## src/rtl/mono_video_filter.sv

```systemverilog
// rtl/mono_video_filter.sv - three-stage RGB to monochrome (green/amber/white) video filter
// Mode changes are taken only on a vblank rising edge and travel with each pixel so a frame is never mixed.
module mono_video_filter #(
    parameter int unsigned W_R = 54,
    parameter int unsigned W_G = 183,
    parameter int unsigned W_B = 18
) (
    input  logic       clk_vga,
    input  logic       reset,
    input  logic       ce_pix,
    input  logic [5:0] r_in,
    input  logic [5:0] g_in,
    input  logic [5:0] b_in,
    input  logic       hsync_in,
    input  logic       vsync_in,
    input  logic       hblank_in,
    input  logic       vblank_in,
    input  logic [1:0] mode_req,
    output logic [5:0] r_out,
    output logic [5:0] g_out,
    output logic [5:0] b_out,
    output logic       hsync_out,
    output logic       vsync_out,
    output logic       hblank_out,
    output logic       vblank_out,
    output logic [1:0] mode_active,
    output logic       mode_pending
);

    localparam logic [13:0] WR14 = 14'(W_R);
    localparam logic [13:0] WG14 = 14'(W_G);
    localparam logic [13:0] WB14 = 14'(W_B);

    // timing vectors are packed as {hsync, vsync, hblank, vblank}
    logic [5:0] r1_q, g1_q, b1_q;
    logic [3:0] tim1_q;
    logic [1:0] mode1_q;

    logic [5:0] r2_q, g2_q, b2_q, y2_q;
    logic [3:0] tim2_q;
    logic [1:0] mode2_q;

    logic [5:0] r3_q, g3_q, b3_q;
    logic [3:0] tim3_q;
    logic [1:0] mode_active_q;

    logic        mode_load;
    logic [1:0]  mode_sel_d;
    logic [13:0] luma_sum_d;
    logic [5:0]  y_d;
    logic        blank_d;
    logic [5:0]  r_d, g_d, b_d;

    // vblank rising edge is judged against the S1-registered copy of vblank
    assign mode_load  = vblank_in & ~tim1_q[0];
    assign mode_sel_d = mode_load ? mode_req : mode_active_q;

    assign luma_sum_d = WR14 * {8'd0, r1_q} + WG14 * {8'd0, g1_q} + WB14 * {8'd0, b1_q};
    assign y_d        = 6'(luma_sum_d >> 8);

    always_comb begin
        blank_d = tim2_q[1] | tim2_q[0];
        r_d = r2_q;
        g_d = g2_q;
        b_d = b2_q;
        case (mode2_q)
            2'b00: ;
            2'b01: begin
                r_d = 6'd0;
                g_d = y2_q;
                b_d = 6'd0;
            end
            2'b10: begin
                r_d = y2_q;
                g_d = {1'b0, y2_q[5:1]};
                b_d = 6'd0;
            end
            default: begin
                r_d = y2_q;
                g_d = y2_q;
                b_d = y2_q;
            end
        endcase
        if (blank_d) begin
            r_d = 6'd0;
            g_d = 6'd0;
            b_d = 6'd0;
        end
    end

    always_ff @(posedge clk_vga or posedge reset) begin
        if (reset) begin
            r1_q          <= 6'd0;
            g1_q          <= 6'd0;
            b1_q          <= 6'd0;
            tim1_q        <= 4'd0;
            mode1_q       <= 2'd0;
            r2_q          <= 6'd0;
            g2_q          <= 6'd0;
            b2_q          <= 6'd0;
            y2_q          <= 6'd0;
            tim2_q        <= 4'd0;
            mode2_q       <= 2'd0;
            r3_q          <= 6'd0;
            g3_q          <= 6'd0;
            b3_q          <= 6'd0;
            tim3_q        <= 4'd0;
            mode_active_q <= 2'd0;
        end else if (ce_pix) begin
            r1_q          <= r_in;
            g1_q          <= g_in;
            b1_q          <= b_in;
            tim1_q        <= {hsync_in, vsync_in, hblank_in, vblank_in};
            mode1_q       <= mode_sel_d;
            mode_active_q <= mode_sel_d;

            r2_q    <= r1_q;
            g2_q    <= g1_q;
            b2_q    <= b1_q;
            y2_q    <= y_d;
            tim2_q  <= tim1_q;
            mode2_q <= mode1_q;

            r3_q   <= r_d;
            g3_q   <= g_d;
            b3_q   <= b_d;
            tim3_q <= tim2_q;
        end
    end

    assign r_out        = r3_q;
    assign g_out        = g3_q;
    assign b_out        = b3_q;
    assign hsync_out    = tim3_q[3];
    assign vsync_out    = tim3_q[2];
    assign hblank_out   = tim3_q[1];
    assign vblank_out   = tim3_q[0];
    assign mode_active  = mode_active_q;
    assign mode_pending = (mode_req != mode_active_q);

endmodule

```

## config.mk

```make
export PLATFORM = sky130hd
export DESIGN_NAME = mono_video_filter
export DESIGN_NICKNAME = d
export VERILOG_FILES = /design/src/rtl/mono_video_filter.sv
export SDC_FILE = /design/constraint.sdc
export NUM_CORES = 1
export LEC_CHECK = 0
export BUFFER_PORTS_ARGS = -buffer_cell sky130_fd_sc_hd__buf_4
export CAP_MARGIN = 25
export CELL_PAD_IN_SITES_DETAIL_PLACEMENT = 1
export CELL_PAD_IN_SITES_GLOBAL_PLACEMENT = 1
export CORE_MARGIN = 5
export CORE_UTILIZATION = 45
export DETAILED_ROUTE_END_ITERATION = 8
export PLACE_DENSITY = 0.75
export SLEW_MARGIN = 20
export SYNTH_ARGS = -nofsm -noshare
export SYNTH_HDL_FRONTEND = slang
export SYNTH_SLANG_ARGS = --single-unit
```

## constraint.sdc

```tcl
create_clock -name clk_vga -period 10.18 [get_ports clk_vga]
set_input_delay 0 -clock clk_vga [delete_from_list [all_inputs] [get_ports clk_vga]]
set_output_delay 0 -clock clk_vga [all_outputs]
set_load 0.005 [all_outputs]
```

==> impl_metrics.ini, run 1 <==
[global_routing]
antenna_found_initial = 0
overflow = 0
grt_pass1_wl_mm = 22.42
grt_max_degree = 77
grt_pass1_vias = 4192
grt_use_total_pct = 20.51

[worst_hold_path]
hold_path_class = in -> async

[timing]
rsz0062_at_grt = false
slew_violations = 0
fin_ws_ns = 4.257
fin_tns_setup_ns = 0
worstMarginPinSlew_ns = 0.7894
slew_headroom_pct = 47.37
fmaxAchievable_ghz = 0.1688
fin_skew_ns = 0.008444
min_period_ns = 5.923
post-route-period-util_pct = 58.19
hold_viol = 0
setup_viol_count_final = 0

[route]
first_pass_iters = 4
wl_met2_mm = 7.219
routed_wl_mm = 13.66
drc_errors = 0
initialDrtViolationCount = 120
wl_met3_um = 586
routed.top_layer = met4
routedWlPerCell_um = 20.08
vias = 3633
drt.antenna.violating_nets = 0
drt-met1-wl_mm = 5.641
via_per_inst = 5.343

[floorplan]
initial_utilization_pct = 45.79
io-pin-count = 52
dieArea_um2 = 13820
core-area_um2 = 11370
die_w_um = 117.6
rows = 39
die_h_um = 117.6

[worst_setup_path]
cpMostUsedCell = fa_1
r2r-end = y2_q[5]
cp.required_ns = 10.45
path_cells = ha_1 -> fa_1 -> inv_1 -> fa_1 -> inv_1 -> ha_1 -> o21ai_0 -> nor2_1 -> nor2_1 -> xor2_1 -> fa_1 -> fa_1 -> fa_1 -> inv_1 -> ha_1 -> a211oi_2 -> o21ai_1 -> o211a_1 -> or3_1 -> a31oi_1
crit_cells = 20
crit_buf_inv = 3
critPathKind = reg -> reg
start_kind = flop
slowest_stage = fa_1
critPathArrivalTime_ns = 6.19
cp_top_family = adder cells
critPathCaptureType = flop
slowest_delay_ns = 0.55
reg2regPathDepth = 20
critPathMaxFanout = 7
critPathLaunch = r1_q[2]
rr_startpoint = r1_q[2]
crit_path_end = y2_q[5]
reg2reg_slack_ns = 4.26

[layout]
fillers = 1181
ff_latch_area_um2 = 1902
layout_commonest_cell = dfrtp_1
multi_input_area_um2 = 2955
num_antenna_cells = 0
layout-drive-gt1-share_pct = 23.28
syn_to_final_growth_pct = 20.57
layout_common_cells = dfrtp_1, inv_1, ha_1, buf_4, mux2_2
fin_nets = 650
design_area_um2 = 6277

[cts]
cts.sinks = 76
htree_num_levels = 3
insertion_delay_ns = 0.35
clkTransAtPathRegs_ns = 0.07
cts_inserted_buffers = 9
cts_tree = done
ctsRootBufferMaster = clkbuf_16
clockBufferDepth = 2

[synthesis]
synth_compound_area_share_pct = 10.21
synth_largest_area_cell = dfrtp_1
synthesis.nets = 576
synth_edf_count = 0
synth_cells = 458
synth_ff_type = dfrtp_1
synth_simple_gate_area_share_pct = 4.566
synth_xor_area_share_pct = 2.860
synthMuxAreaShare_pct = 11.78
synth_top_area_share_pct = 36.53
avgSynthCellArea_um2 = 11.37
synthArstFlopShare_pct = 100.0
seq_area_frac_synth_pct = 36.53
synthAdderAreaFrac_pct = 27.35
synthTopCellsByArea = dfrtp_1, fa_1, ha_1
yosys_warnings = 0
syn-cell-area_um2 = 5206
synth_top_family_by_area = adder cells
ys_ff_latch = 76
synth_cell_type_count = 40

[job]
maxCapViolations = 0

[placed_design]
dp_slack_ns = 4.385
dp_hpwl_mm = 9.956
postPlaceCellArea_um2 = 5708
routabilityCongestion = 0.8807
port_buffers = 51

[outcome]
status = completed
-- Yosys cell counts, types with 2 or more instances --
master	instances
fa_1	38
o21a_1	2
ha_1	53
inv_1	74
nor3_1	3
o21ai_0	14
o41ai_1	2
dfrtp_1	76
a21o_1	2
o2bb2ai_1	18
nand2_1	13
nor2b_1	2
or3_1	2
xnor2_1	12
and3_1	7
a22oi_1	7
mux2i_1	5
xor2_1	5
buf_2	3
a31oi_1	3
mux2_2	50
a21oi_1	18
clkbuf_1	12
o311ai_1	2
nor2_1	19
nand2b_1	2
-- cells by family (layout without fill, tap and decap cells) --
kind of cell | after synthesis | in the layout
simple gates | 51 | 51
mux | 55 | 55
buf+inv | 91 | 170
compound gates | 77 | 77
fa+ha+maj | 91 | 91
xor+xnor | 17 | 17
flops | 76 | 76
-- through the flow --
step / hold WS [ns] / cells / util, %
floorplan: 0.09638 / 458 / -
global placement: 0.2106 / 637 / 50.20
detailed placement: 0.2168 / 637 / 50.20
CTS: 0.2589 / 678 / 54.90
global route: 0.2912 / 680 / 55.21
finish: 0.2559 / 680 / 55.21
-- what timing repair did --
action,in CTS,in global routing
buffers inserted,0,0
hold endpoints to repair,37,0
hold buffers,25,0
gates resized for setup,0,0
-- flip-flops by register name, summed over array words and instances, names as in the netlist --
register and cells:
y2_q 6, tim3_q 4, g_out 6, r2_q 6
b2_q 6, r_out 6, g2_q 6, b_out 6
tim2_q 4, tim1_q 4, g1_q 6, b1_q 6
mode2_q 2, r1_q 6, mode_active 2
-- metal layers --
metal / global-route usage, % / up-vias
met5: 0 / -
met4: 5.735 / 0
met3: 3.892 / 17
met2: 36.63 / 62
met1: 25.21 / 1856
li1: - / 1698
-- layout make-up --
class	instances	share of cell area (%)
well taps	143	2.850
multi-input cells	291	47.08
repair buffers	79	10.76
flip-flops and latches	76	30.30
clock inverters	7	0.9368
clock buffers	9	3.588
inverters	75	4.485
-- worst min-delay path by stage --
stage                     depth (start not counted)   startpoint            to  slack, ns
after floorplan                                   2  mode_req[1]  mode_pending        0.1
after global placement                            3      r_in[5]       r1_q[5]       0.21
after detailed placement                          3      r_in[4]       r1_q[4]       0.22
after CTS                                         3       ce_pix       r1_q[4]       0.26
after global routing                              4        reset     tim1_q[1]       0.29
final                                             4        reset     tim1_q[1]       0.26
-- worst min-delay path: cells and delay by family --
kind	cells	cell delay, ns
buf+inv	4	1.01
Power of run 1 is left out: the tool's default activity adds up to more than one toggle a clock period on the data nets, which glitch-free logic cannot reach.
==> run 2: changes to the inputs <==
--- a/config.mk
+++ b/config.mk
@@ -5,6 +5,7 @@
 export SDC_FILE = /design/constraint.sdc
 export NUM_CORES = 1
 export LEC_CHECK = 0
+export ABC_AREA = 1
 export BUFFER_PORTS_ARGS = -buffer_cell sky130_fd_sc_hd__buf_4
 export CAP_MARGIN = 25
 export CELL_PAD_IN_SITES_DETAIL_PLACEMENT = 1
@@ -12,7 +13,7 @@
 export CORE_MARGIN = 5
 export CORE_UTILIZATION = 45
 export DETAILED_ROUTE_END_ITERATION = 8
-export PLACE_DENSITY = 0.75
+export PLACE_DENSITY = 0.79
 export SLEW_MARGIN = 20
 export SYNTH_ARGS = -nofsm -noshare
 export SYNTH_HDL_FRONTEND = slang
==> constraint.sdc (replaced) <==
create_clock -name clk_vga -period 6 [get_ports clk_vga]
set_input_delay 0 -clock clk_vga [delete_from_list [all_inputs] [get_ports clk_vga]]
set_output_delay 0 -clock clk_vga [all_outputs]
set_load 0.005 [all_outputs]
==> run 2 against run 1 <==
Effect of this change: via count grew 18%; worst setup slack lost 3.8 ns; maximum frequency grew 7.2%; non-clock buffer count shrank 1; critical path type unchanged; highest routed layer unchanged.
==> impl_metrics.ini, run 2 <==
[synthesis]
synth_edf_count = 0
yosys_warnings = 0
syn-cell-area_um2 = 5343
synth_ff_type = dfrtp_1
synth_cell_type_count = 34
synthArstFlopShare_pct = 100.0
seq_area_frac_synth_pct = 35.60
avgSynthCellArea_um2 = 8.673
ys_ff_latch = 76
synthTopCellsByArea = dfrtp_1, fa_1, ha_1
synthesis.nets = 734
synth_top_area_share_pct = 35.60
yosysMostFrequentCell = nand2_1
yosys-top-cells-count = nand2_1, inv_1, dfrtp_1
synth_largest_area_cell = dfrtp_1
synth_cells = 616

[timing]
slew_headroom_pct = 37.08
fmaxAchievable_ghz = 0.1810
fin_skew_ns = 0.004110
fin_ws_ns = 0.4739
post-route-period-util_pct = 92.10
rsz0062_at_grt = false
fin_tns_setup_ns = 0
setup_viol_count_final = 0
worstMarginPinSlew_ns = 0.9424
slew_violations = 0
hold_viol = 0
min_period_ns = 5.526

[route]
vias = 4293
initialDrtViolationCount = 188
routed_wl_mm = 14.20
first_pass_iters = 4
drt.antenna.violating_nets = 0
drc_errors = 0
routedWlPerCell_um = 16.98
via_per_inst = 5.135

[layout]
fillers = 1366
layout_commonest_cell = nand2_1
syn_to_final_growth_pct = 19.84
layout-drive-gt1-share_pct = 12.27
layout_common_cells = nand2_1, inv_1, dfrtp_1
num_antenna_cells = 0
fin_cells = 836
fin_util_pct = 55.60
fin_nets = 806

[power]
combPwrFrac_pct = 67.8
p_sw_share_pct = 48.89
p_clk_share_pct = 14.1
p_leak_nw = 3.392
p_int_mw = 1.936
powerDensity_nw_per_um2 = 591.6
vdd_drop_max_v = 0.0003710
p_total_mw = 3.787
p_switching_mw = 1.852
seq_power_share_pct = 18.1

[worst_setup_path]
slowest_stage = fa_1
cp_top_family = adder cells
critPathArrivalTime_ns = 5.75
slowest_delay_ns = 0.54
crit_buf_inv = 4
critPathCaptureType = flop
cp.required_ns = 6.22
cpMostUsedCell = nand2_1
reg2reg_slack_ns = 0.47
critPathMaxFanout = 5
critPathKind = reg -> reg
start_kind = flop

[worst_hold_path]
hold_path_class = in -> reg

[floorplan]
die_w_um = 119.0
dieArea_um2 = 14150
core-area_um2 = 11520
die_h_um = 119.0
rows = 39
initial_utilization_pct = 46.39
io-pin-count = 52

[global_routing]
grt_pass1_wl_mm = 23.52
use_met2_pct = 37.98
overflow = 0
grt_use_total_pct = 21.02
grt_pass1_vias = 4658
antenna_found_initial = 0
grtUsageMet1_pct = 25.56
grtUsageMet3_pct = 5.166
grt_max_degree = 77
top_usage_layer = met2

[placed_design]
port_buffers = 51
post-place-cells = 794
routabilityCongestion = 0.8862
dp_slack_ns = 0.4879
dp_hpwl_mm = 10.91

[cts]
clockBufferDepth = 2
clkTransAtPathRegs_ns = 0.06
insertion_delay_ns = 0.33
ctsRootBufferMaster = clkbuf_16
postCtsResizedCells = 0
cts_tree = done
htree_num_levels = 3
cts.sinks = 76
cts_inserted_buffers = 9

[outcome]
status = completed

[job]
maxCapViolations = 0
-- run 2: cell types whose count changed after synthesis, sizes merged, moves of 6 or more --
cell,before,now
inv,75,126
o21ai,15,58
o2bb2ai,18,0
and3,8,0
buf,4,10
nand2,13,154
xnor2,12,3
nand3,0,20
mux2,50,2
-- run 2: cell type report --
| class | count | area, um^2 | share of cell area [%] |
|---|---|---|---|
| Multi-Input combinational cell | 397 | 2889 | 45.12 |
| Sequential cell | 76 | 1902 | 29.70 |
| Timing Repair Buffer | 78 | 668.1 | 10.44 |
| Inverter | 126 | 473.0 | 7.387 |
| Clock buffer | 9 | 225.2 | 3.518 |
| Tap cell | 143 | 178.9 | 2.795 |
| Clock inverter | 7 | 66.31 | 1.036 |
-- run 2: final timing paths --
path,start,to,depth (start not counted)
setup reg to reg,r1_q[2],y2_q[5],25
hold / removal,ce_pix,g1_q[4],3
hold reg to reg,tim1_q[1],tim1_q[1],2
setup / recovery,r1_q[2],y2_q[5],25
min in group asynchronous,reset,r_out[4],4
max in group asynchronous,reset,b1_q[4],5
-- run 2: kinds of logic (layout without fill, tap and decap cells) --
kind of cell / count (synthesis) / count (layout) / share of synthesized area [%]
AO/OA/AOI/OAI: 99 / 99 / 10.45
flip-flops: 76 / 76 / 35.60
buffers and inverters: 143 / 220 / 10.33
adder cells (fa/ha/maj): 91 / 91 / 26.65
XOR/XNOR: 13 / 13 / 2.131
AND/OR/NAND/NOR: 192 / 192 / 14.43
multiplexers: 2 / 2 / 0.4215
-- run 2: metrics by stage --
stage                     area (um^2)  hold slack (ns)
final                            6402           0.2058
after floorplan                  5343          0.09638
after CTS                        6365         0.002076
after detailed placement         5833           0.2082
after global routing             6402           0.2352
after global placement           5833           0.2016
-- run 2: per-layer routing --
metal	routed length (um)	part of all wire, %	vias up
li1	-	-	2075
met1	5904	42	2114
met4	199	1.4	0
met5	0	0	-
met3	633	4.5	15
met2	7459	53	89
-- run 2: power groups by stage --
stage	Sequential, mW	Clock, mW	Combinational [mW]
after floorplan	0.663	0	1.91
after global placement	0.690	0	2.42
after detailed placement	0.694	0	2.56
after CTS	0.687	0.543	2.58
after global routing	0.698	0.565	2.98
final	0.686	0.534	2.57
-- run 2: tightest hold or removal path, stage by stage --
cell	delay, ns
buf_4	0.32
nand2_1	0.13
nand2_1	0.05
-- run 2: repair_timing --
action | in CTS | in global routing
endpoints found under the hold margin | 24 | 27
hold buffers | 24 | 1
buffers inserted | 0 | 0
Note: power is estimated with default switching activity, not from simulation.
